$ cat src/rtl/dmem_bus_bridge.sv
// dmem_bus_bridge: CPU data port to req/ack bus bridge with posted 1-entry write buffer and read timeout
module dmem_bus_bridge #(
    parameter int          TIMEOUT  = 255,
    parameter logic [31:0] ERR_DATA = 32'hDEADBEEF
) (
    input  logic        clk,
    input  logic        rst,
    input  logic        dce,
    input  logic [31:0] daddr,
    input  logic [3:0]  we,
    input  logic [31:0] din,
    output logic [31:0] dm,
    output logic        stall,
    output logic        bus_req,
    output logic        bus_wr,
    output logic [31:0] bus_addr,
    output logic [3:0]  bus_be,
    output logic [31:0] bus_wdata,
    input  logic        bus_ack,
    input  logic [31:0] bus_rdata,
    output logic        bus_err
);
    localparam int CW = $clog2(TIMEOUT + 1);

    typedef enum logic [1:0] {IDLE, WR, RD, WR_RD} state_t;

    state_t        state_q, state_d;
    logic [31:0]   dm_q, dm_d, addr_q, addr_d, wdata_q, wdata_d, raddr_q, raddr_d;
    logic [3:0]    be_q, be_d;
    logic [CW-1:0] cnt_q, cnt_d;
    logic          rd, wr, busy, tmo, done, take, ld;
    logic [31:0]   waddr;

    assign rd    = dce & (we == 4'b0000);
    assign wr    = dce & (|we);
    assign waddr = daddr & ~32'h3;
    assign busy  = state_q != IDLE;
    assign tmo   = busy & (cnt_q == CW'(TIMEOUT));
    assign done  = busy & (bus_ack | tmo);
    // the bus is free for a new CPU access when idle or when the buffered write finishes now
    assign take  = (state_q == IDLE) | ((state_q == WR) & done);

    assign bus_req   = busy & ~tmo;
    assign bus_wr    = (state_q == WR) | (state_q == WR_RD);
    assign bus_err   = tmo & ~bus_ack;
    assign dm        = dm_q;
    assign bus_addr  = addr_q;
    assign bus_be    = be_q;
    assign bus_wdata = wdata_q;

    always_comb begin
        state_d = state_q;
        addr_d  = addr_q;
        be_d    = be_q;
        wdata_d = wdata_q;
        raddr_d = raddr_q;
        dm_d    = dm_q;
        stall   = 1'b0;
        ld      = 1'b0;
        if (take) begin
            stall   = rd;
            ld      = dce;
            state_d = wr ? WR : rd ? RD : IDLE;
            addr_d  = dce ? waddr : addr_q;
            be_d    = wr ? we : rd ? 4'hF : be_q;
            wdata_d = wr ? din : wdata_q;
        end else begin
            case (state_q)
                WR: begin
                    stall   = dce;
                    state_d = rd ? WR_RD : WR;
                    raddr_d = rd ? waddr : raddr_q;
                end
                WR_RD: begin
                    stall   = 1'b1;
                    ld      = done;
                    state_d = done ? RD : WR_RD;
                    addr_d  = done ? raddr_q : addr_q;
                    be_d    = done ? 4'hF : be_q;
                end
                default: begin
                    stall   = ~done;
                    state_d = done ? IDLE : RD;
                    dm_d    = !done ? dm_q : bus_ack ? bus_rdata : ERR_DATA;
                end
            endcase
        end
        cnt_d = ld ? '0 : (bus_req & ~bus_ack) ? cnt_q + CW'(1) : cnt_q;
    end

    always_ff @(posedge clk) begin
        if (rst) begin
            state_q <= IDLE;
            dm_q    <= '0;
            addr_q  <= '0;
            wdata_q <= '0;
            raddr_q <= '0;
            be_q    <= '0;
            cnt_q   <= '0;
        end else begin
            state_q <= state_d;
            dm_q    <= dm_d;
            addr_q  <= addr_d;
            wdata_q <= wdata_d;
            raddr_q <= raddr_d;
            be_q    <= be_d;
            cnt_q   <= cnt_d;
        end
    end
endmodule

$ cat config.mk
export PLATFORM = sky130hd
export DESIGN_NAME = dmem_bus_bridge
export DESIGN_NICKNAME = d
export VERILOG_FILES = /design/src/rtl/dmem_bus_bridge.sv
export SDC_FILE = /design/constraint.sdc
export NUM_CORES = 1
export LEC_CHECK = 0
export ABC_CLOCK_PERIOD_IN_PS = 3100
export BUFFER_PORTS_ARGS = -buffer_cell sky130_fd_sc_hd__clkbuf_2
export CELL_PAD_IN_SITES_DETAIL_PLACEMENT = 2
export CELL_PAD_IN_SITES_GLOBAL_PLACEMENT = 2
export CORE_MARGIN = 3
export CORE_UTILIZATION = 32
export CTS_CLUSTER_DIAMETER = 30
export DETAILED_ROUTE_END_ITERATION = 10
export HOLD_SLACK_MARGIN = 0.03
export PLACE_DENSITY = 0.95
export SLEW_MARGIN = 0
export SYNTH_ARGS = -nofsm -noshare
export SYNTH_HDL_FRONTEND = slang
export SYNTH_SLANG_ARGS = --single-unit
$ cat constraint.sdc
create_clock -name clk -period 3.1 [get_ports clk]
set_clock_uncertainty 0.05 [all_clocks]
set_input_delay 0.465 -clock clk [delete_from_list [all_inputs] [get_ports clk]]
set_output_delay 0.465 -clock clk [all_outputs]
set_load 0.02 [all_outputs]
Word level (Yosys, flattened, before mapping)

Index checks and enable logic that the tools add are counted.

Register bits after elaboration: 140
Latch bits: 0
RAM bits: 0
Bits in read-only memories: 0
Input port bits: 104
Output and inout bits: 104
Logic and storage cells: 63
Memories kept: 0

Add/subtract/negate cells: 1
Multiply operators: 0
Div/mod/pow operators: 0
$lt $le $gt $ge: 0
Equality and inequality tests: 5
Shift-type cells: 0
Muxes and demuxes: 21
Bitwise logic cells: 16
Reduce and logical (&&, ||, !) cells: 13

Operators by type and width:

| operator                                                               | number |
|---|---|
| 32-bit 2-to-1 mux                                                      | 5 |
| 4-bit 2-to-1 mux                                                       | 5 |
| 3-bit AND reduction                                                    | 4 |
| 2-bit 2-to-1 mux                                                       | 5 |
| 8-bit by 1-bit adder with 8-bit output (second input constant)         | 1 |
| 1-bit bitwise AND                                                      | 8 |
| 8-bit equality test (second input constant)                            | 1 |
| 2-bit nonzero test                                                     | 3 |
| 1-bit NOT                                                              | 5 |
| 4-bit logical NOT                                                      | 1 |
| 1-bit 2-to-1 mux                                                       | 4 |
| 2-bit one-hot mux with 2 select lines                                  | 1 |
| 2-bit OR reduction                                                     | 2 |
| 4-bit OR reduction                                                     | 1 |
| 3-bit inequality test (second input constant)                          | 1 |
| 1-bit OR                                                               | 3 |
| 2-bit by 1-bit equality test with 1-bit output (second input constant) | 1 |
| 2-bit equality test (second input constant)                            | 1 |
| 2-bit logical NOT                                                      | 1 |
| 2-bit inequality test (second input constant)                          | 1 |
| 1-bit one-hot mux with 2 select lines                                  | 1 |
| 2-bit AND reduction                                                    | 1 |

Logic depth before layout (Yosys ltp)

Gate-level depths: netlist of the first run.

Word-level depth: 8
Depth in mapped cells: 7

Least setup slack after synthesis of the first run

Ideal clock, no wire load.

Path type: register to output
Start point: reg cnt_q[0]
End point: out stall
Data arrival time: 1581 ps
Required time: 2585 ps
Setup slack: 1004 ps
Cell stages (with the launch flop): 8
Buffers on the path: 2
Cell sequence: dfxtp_1 > ha_1 > and3_1 > buf_2 > a21oi_1 > buf_2 > nand3_1 > nand4_1

Longest elaborated chain between the ends: 7

RTL lines:

| element                                                           | line   | RTL |
|---|---|---|
| from (decl)                                                       | 30     | `logic [CW-1:0] cnt_q, cnt_d;` |
| from (signal assigned)                                            | 107    | `cnt_q <= cnt_d;` |
| 8-bit equality test *                                             | 38     | `assign tmo = busy & (cnt_q == CW'(TIMEOUT));` |
| 1-bit bitwise AND *                                               | 38     |  |
| 1-bit OR *                                                        | 39     | `assign done = busy & (bus_ack \| tmo);` |
| 1-bit bitwise AND *                                               | 39     |  |
| 1-bit NOT or 1-bit bitwise AND (tied branches)                    | 82, 41 |  |
| 1-bit one-hot mux with 2 select lines or 1-bit OR (tied branches) | 68, 41 |  |
| 1-bit 2-to-1 mux *                                                | 60     | `if (take) begin` |
| to (decl)                                                         | 13     | `output logic stall,` |

Mark *: on every way between the ends. The rest lies on a longest branch, timed or not.

Worst setup path after layout of the first run

Ends and elaborated chain as after synthesis.

==> metrics.cfg, run 1 <==
[clock_network]
clkLatencyLatePin_ns = 0.43
cts.htree.levels = 4
cts_resized = 0
cts_root_buf = clkbuf_16
cts_buffers = 17
clk_path_buf_depth = 2
cts_setup_buffers = 0
cts_tree = built
cts.hold.buffers_added = 0
clock-sinks = 138
path_clk_slew_ns = 0.05

[setup_path]
cp_slowest_cell = dfxtp_1
endpoint_kind = primary output
crit_path_start_kind = register
required_ns = 2.58
max_stage_delay_ns = 0.33
worstPathArrival_ns = 2.06
cp_max_fo = 12
crit_chain = ha_1 -> and3_1 -> a21oi_1 -> buf_4 -> nand3_1 -> nand4_1 -> clkbuf_2
critical_path_class = reg -> out

[grt]
grt_pass1_wl_mm = 33.87
grt_start_max_net_pins = 91
track_usage_pct = 20.66
grt_pass1_vias = 6225
overflow = 0
antenna_found_initial = 1

[sta]
rsz0062_at_grt = no
finalSetupTns_ns = 0
slew_viol_final = 0
finalCritPeriodShare_pct = 83.10
slew_headroom_pct = 56.52
period_needed_ns = 2.576
hold_viol = 0
tightest_slew_ns = 0.6358
worst_slack_ns = 0.5241
clock.fmax_mhz = 388.2
setup_violations = 0

[drt]
ant_nets = 0
vias_per_cell = 5.044
drtIter0Drc = 184
drtPass1Iterations = 4
vias = 5685
detail_route.wl_per_cell_um = 19.19
wl_mm = 21.63
drc = 0

[worst_hold_path]
hp-class = in -> reg

[place]
dpl.hpwl_mm = 14.56
gp_congestion = 0.7236
port_buffers = 203
dpl.cell_count = 1094
dp_slack_ns = 0.8669

[layout]
layout.cells.non_filler = 1127
fin_nets = 958
layout_common_cells = clkbuf_2 (202), dfxtp_1 (137), nand2b_1 (127)
nFillCells = 2123
syn_to_final_growth_pct = 28.42
drive_above_1_share_pct = 29.79
final_common_cell = clkbuf_2

[synthesis]
synth_top_cell_area_share_pct = 44.76
syn_inst = 675
synthSimpleGateAreaFrac_pct = 25.48
synth_top_family_by_area = simple AND/OR/NAND/NOR gates
synthXorXnorAreaFrac_pct = 0.5676
seq_area_frac_synth_pct = 44.76
synth_fa_ha_area_share_pct = 0.2027
synth_compound_area_share_pct = 13.58
netlist_top_cells_area = dfxtp_1 (45%), nand2b_1 (13%), mux2i_1 (10%)
avgSynthCellArea_um2 = 9.144
synth_mux_area_share_pct = 10.22
synth_area_um2 = 6172
yosys_register_bits = 138
ys_types = 39
synth_top_cell_by_area = dfxtp_1
yosysWarnings = 0

[run_status]
status = finished clean

[floorplan]
core_area_um2 = 18830
start_util_pct = 32.78
rows = 50
die_w_um = 144.9
dieArea_um2 = 20990
top_level_ports = 208
fp.dieH_um = 144.9

[power]
intPower_mw = 3.309
cellPowerDensity_nw_per_um2 = 567.5
p_comb_share_pct = 12.4
power.leakage_nw = 3.327
pwr-share-seq_pct = 42.1
p_total_mw = 4.498
pwr-share-clk_pct = 45.4
peakVddDrop_uv = 375.9
p_sw_mw = 1.189
switching_share_pct = 26.42

[run]
cap_violations = 0

logic make-up after synthesis:
| kind of cell | count (synthesis) |
|---|---|
| muxes | 63 |
| other | 1 |
| buffers and inverters | 60 |
| AOI/OAI and AO/OA | 123 |
| adders and majority gates | 1 |
| and+or+nand+nor | 285 |
| xor gates and xnor gates | 4 |
| DFF | 138 |
worst max-delay path, delay by kind of cell (launching register included):
family / cells / cell delay, ns
AND/OR/NAND/NOR: 3 / 0.49
AO/OA/AOI/OAI: 1 / 0.18
flip-flops: 1 / 0.33
buffers and inverters: 2 / 0.38
adder cells (fa/ha/maj): 1 / 0.27
flip-flops by register name (all words and copies together), names as in the netlist:
register and flops:
dm 32, state_q 2, bus_be 4, bus_wdata 32, bus_addr 30, raddr_q 30
cnt_q 8
area by class of cell:
type | count | area [um2] | share of cell area, %
clock inverter | 12 | 122.6 | 1.547
inverter | 1 | 3.754 | 0.04736
timing repair buffer | 217 | 1136 | 14.33
clock buffer | 20 | 466.7 | 5.888
tap | 260 | 325.3 | 4.104
sequential | 138 | 2764 | 34.87
multi-input combinational | 478 | 3105 | 39.18
antenna | 1 | 2.502 | 0.03157
synth_stat cells:
master	n
a2111oi_0	29
a2111oi_1	1
a211oi_1	2
a21boi_4	1
a21o_1	1
a21oi_1	50
and2b_1	6
and3_1	1
and4_1	1
buf_2	7
buf_4	10
buf_6	6
clkbuf_1	36
conb_1	1
dfxtp_1	138
ha_1	1
inv_1	1
mux2i_1	63
nand2_1	13
nand2b_1	127
nand3_1	5
nand3b_1	1
nand4_1	2
nor2_1	56
nor2_2	2
nor2_4	1
nor2b_1	26
nor3_1	40
nor4_1	2
o21a_1	24
o21ai_0	9
o21ai_2	1
o21ai_4	1
o21ba_2	1
o21bai_1	1
o31ai_1	2
or4_1	2
xnor2_1	3
xor2_1	1
per-stage QoR:
step	cell area, um2	hold WS, ns	utilization (%)
finish	7926	0.2208	42.09
global route	7926	0.2259	42.09
CTS	7924	0.1934	42.08
detailed placement	7335	0.4020	38.95
global placement	7335	0.3974	38.95
floorplan	6176	0.3965	-
metal layers:
layer,up-vias,share of wire [%],global-route usage (%)
li1,2668,-,-
met1,2858,39,22.93
met2,122,54,37.91
met3,37,4.4,5.291
met4,0,2.4,7.462
met5,-,0,0
power by group through the flow:
stage	Combinational, mW	Clock, mW	Sequential, mW
after floorplan	0.255	0	2.01
after global placement	0.531	0	1.93
after detailed placement	0.560	0	1.93
after CTS	0.571	2.10	1.90
after global routing	0.614	2.17	1.90
final	0.560	2.04	1.89
path summary, 6_finish.rpt:
path                         start                         to  slack (ns)  cells after the start
max          cnt_q[0]$_SDFFE_PP0P_                      stall        0.52                      7
max reg2reg  cnt_q[0]$_SDFFE_PP0P_  bus_addr[25]$_SDFFE_PP0P_        0.72                      6
min reg2reg    dm[30]$_SDFFE_PP0P_        dm[30]$_SDFFE_PP0P_        0.41                      1
min                  bus_rdata[29]        dm[29]$_SDFFE_PP0P_        0.22                      3
No activity file was read; power rests on OpenSTA's default activity.
==> run 2: changes to the inputs <==
--- a/config.mk
+++ b/config.mk
@@ -5,16 +5,16 @@
 export SDC_FILE = /design/constraint.sdc
 export NUM_CORES = 1
 export LEC_CHECK = 0
-export ABC_CLOCK_PERIOD_IN_PS = 3100
+export ABC_CLOCK_PERIOD_IN_PS = 2600
 export BUFFER_PORTS_ARGS = -buffer_cell sky130_fd_sc_hd__clkbuf_2
 export CELL_PAD_IN_SITES_DETAIL_PLACEMENT = 2
 export CELL_PAD_IN_SITES_GLOBAL_PLACEMENT = 2
 export CORE_MARGIN = 3
-export CORE_UTILIZATION = 32
+export CORE_UTILIZATION = 29
 export CTS_CLUSTER_DIAMETER = 30
 export DETAILED_ROUTE_END_ITERATION = 10
 export HOLD_SLACK_MARGIN = 0.03
-export PLACE_DENSITY = 0.95
+export PLACE_DENSITY = 0.89
 export SLEW_MARGIN = 0
 export SYNTH_ARGS = -nofsm -noshare
 export SYNTH_HDL_FRONTEND = slang
==> constraint.sdc (replaced) <==
create_clock -name clk -period 2.6 [get_ports clk]
set_clock_uncertainty 0.05 [all_clocks]
set_input_delay 0.39 -clock clk [delete_from_list [all_inputs] [get_ports clk]]
set_output_delay 0.39 -clock clk [all_outputs]
set_load 0.02 [all_outputs]
==> run 2 against run 1 <==
  * Global-route usage decreased by 3.4 points
  * Critical path depth unchanged
  * Sequential power increased by 19%
  * Setup slack got worse by 0.26 ns
  * Clock power increased by 8%
  * Cell count increased by 0.80%
  * Non-clock buffer count increased by 2
  * Sequential share of layout area about the same
==> metrics.cfg, run 2 (same netlist as run 1, synthesis figures left out) <==
[setup_path]
crit_path_start_kind = register
worstPathArrival_ns = 1.90  ; -0.16 ns
critPathLaunch = cnt_q[0]$_SDFFE_PP0P_
endpoint_kind = primary output
critical_path_class = reg -> out
required_ns = 2.16  ; -0.42 ns
endpoint = stall
worstReg2RegStart = cnt_q[0]$_SDFFE_PP0P_
reg2reg_setup_slack_ns = 0.49  ; -0.23 ns
ff2ff_path_depth = 6  ; unchanged
cp_max_fo = 6  ; -6
rr_endpoint = bus_addr[30]$_SDFFE_PP0P_

[grt]
antenna_found_initial = 1  ; unchanged
use_met3_pct = 3.726  ; -1.6 points
grt_start_max_net_pins = 87  ; -4.4%
globalRouteMet2Util_pct = 31.41  ; -6.5 points
overflow = 0  ; unchanged
grt_pass1_vias = 5937  ; -4.6%
track_usage_pct = 17.22  ; -3.4 points
busiest_layer = met2
gr-usage-met1_pct = 19.56  ; -3.4 points
grt_pass1_wl_mm = 32.38  ; -4.4%

[floorplan]
die_w_um = 151.9  ; +4.8%
core_area_um2 = 20560  ; +9.2%
top_level_ports = 208  ; unchanged
fp.dieH_um = 151.9  ; +4.8%
rows = 52  ; +4.0%
start_util_pct = 30.02  ; -2.8 points
dieArea_um2 = 23070  ; +9.9%

[sta]
rsz0062_at_grt = no
slew_headroom_pct = 58.77  ; +2.3 points
finalCritPeriodShare_pct = 90.02
slew_viol_final = 0  ; unchanged
period_needed_ns = 2.341
setup_violations = 0  ; unchanged
finalSetupTns_ns = 0  ; unchanged
hold_viol = 0  ; unchanged
clock.fmax_mhz = 427.2
tightest_slew_ns = 0.6162  ; -0.01966 ns

[clock_network]
cts.hold.buffers_added = 0  ; unchanged
path_clk_slew_ns = 0.06  ; about the same
cts_buffers = 17  ; unchanged
cts_root_buf = clkbuf_16
clkLatencyLatePin_ns = 0.41  ; -0.02 ns
cts.htree.levels = 4  ; unchanged
cts_tree = built
clock-sinks = 138  ; unchanged
clk_path_buf_depth = 2  ; unchanged

[run_status]
status = finished clean

[layout]
ff_latch_area_um2 = 2764  ; unchanged
utilization_pct = 38.59  ; -3.5 points
layout_common_cells = clkbuf_2 (201), dfxtp_1 (137), nand2b_1 (127)
drive_above_1_share_pct = 29.94  ; +0.15 points
syn_to_final_growth_pct = 28.54  ; about the same
fin_area_um2 = 7934  ; about the same
multi_input_area_um2 = 3109  ; +0.12%
nFillCells = 2345  ; +10%
fin_nets = 960  ; +0.21%
final_common_cell = clkbuf_2

[drt]
detail_route.wl_per_cell_um = 17.85  ; -7.0%
drtIter0Drc = 149  ; -19%
drc = 0  ; unchanged
vias_per_cell = 4.857  ; -3.7%
vias = 5518  ; -2.9%
ant_nets = 0  ; unchanged
wl_mm = 20.28  ; -6.2%
drtPass1Iterations = 4  ; unchanged

[place]
dpl.hpwl_mm = 13.97  ; -4.1%
placed_cell_area_um2 = 7392  ; +0.78%
port_buffers = 203  ; unchanged
gp_congestion = 0.7392  ; +2.2%

[worst_hold_path]
whs_path_depth = 3  ; unchanged
hp-class = in -> reg

[power]
peakVddDrop_uv = 389.7  ; +3.7%
power.leakage_nw = 3.312  ; -0.43%
cellPowerDensity_nw_per_um2 = 646.3  ; +14%

[run]
cap_violations = 0  ; unchanged

[run 2: worst min-delay path by stage]
stage                                         from                        to  slack, ns
after global placement         dm[15]$_SDFFE_PP0P_       dm[15]$_SDFFE_PP0P_       0.40
after CTS                            bus_rdata[22]       dm[22]$_SDFFE_PP0P_       0.13
after global routing                 bus_rdata[20]       dm[20]$_SDFFE_PP0P_       0.15
after floorplan           raddr_q[10]$_SDFFE_PP0P_  raddr_q[10]$_SDFFE_PP0P_       0.40
final                                bus_rdata[22]       dm[22]$_SDFFE_PP0P_       0.15
after detailed placement        dm[7]$_SDFFE_PP0P_        dm[7]$_SDFFE_PP0P_       0.41
[run 2: worst max-delay path, stage by stage, from the launching register on]
cell and delay, ns:
dfxtp_1 0.38, ha_2 0.25, and3_2 0.29, a21oi_1 0.09, buf_4 0.16, nand3_1 0.07, nand4_1 0.08, buf_2 0.18
[run 2: area by class of cell]
type	instances	area share [%]
Tap cell	270	4.258
Antenna cell	1	0.03154
Multi-Input combinational cell	478	39.19
Clock buffer	21	6.056
Clock inverter	8	0.5993
Timing Repair Buffer	219	14.98
Sequential cell	138	34.84
Inverter	1	0.04731
[run 2: per-stage QoR]
stage / std cells / hold WS (ns) / power, mW / setup WS (ns)
4_1_cts: 1134 / 0.1313 / 5.223 / 0.05946
5_1_grt: 1136 / 0.1521 / 5.367 / 0.06163
2_1_floorplan: 676 / 0.3965 / 2.697 / 0.5792
3_3_place_gp: 1105 / 0.3972 / 2.940 / 0.4718
6_report: 1136 / 0.1516 / 5.128 / 0.2594
3_5_place_dp: 1105 / 0.4075 / 2.969 / 0.3728
[run 2: metal layers]
| layer | up-vias | part of all wire, % |
|---|---|---|
| li1 | 2669 | - |
| met3 | 28 | 4.3 |
| met1 | 2700 | 41 |
| met4 | 0 | 2.5 |
| met5 | - | 0 |
| met2 | 121 | 52 |
[run 2: power by group]
group	internal, mW	switching [mW]	total, mW	leakage (nW)
logic	0.268	0.398	0.667	1.93
clock network	1.29	0.914	2.21	0.258
registers	2.20	0.0489	2.25	1.13
total	3.77	1.36	5.13	3.31
[run 2: repair_timing]
action / in CTS / in global routing
resized for setup: 0 / 3
buffers inserted: 0 / 1
endpoints found under the setup margin: 0 / 1
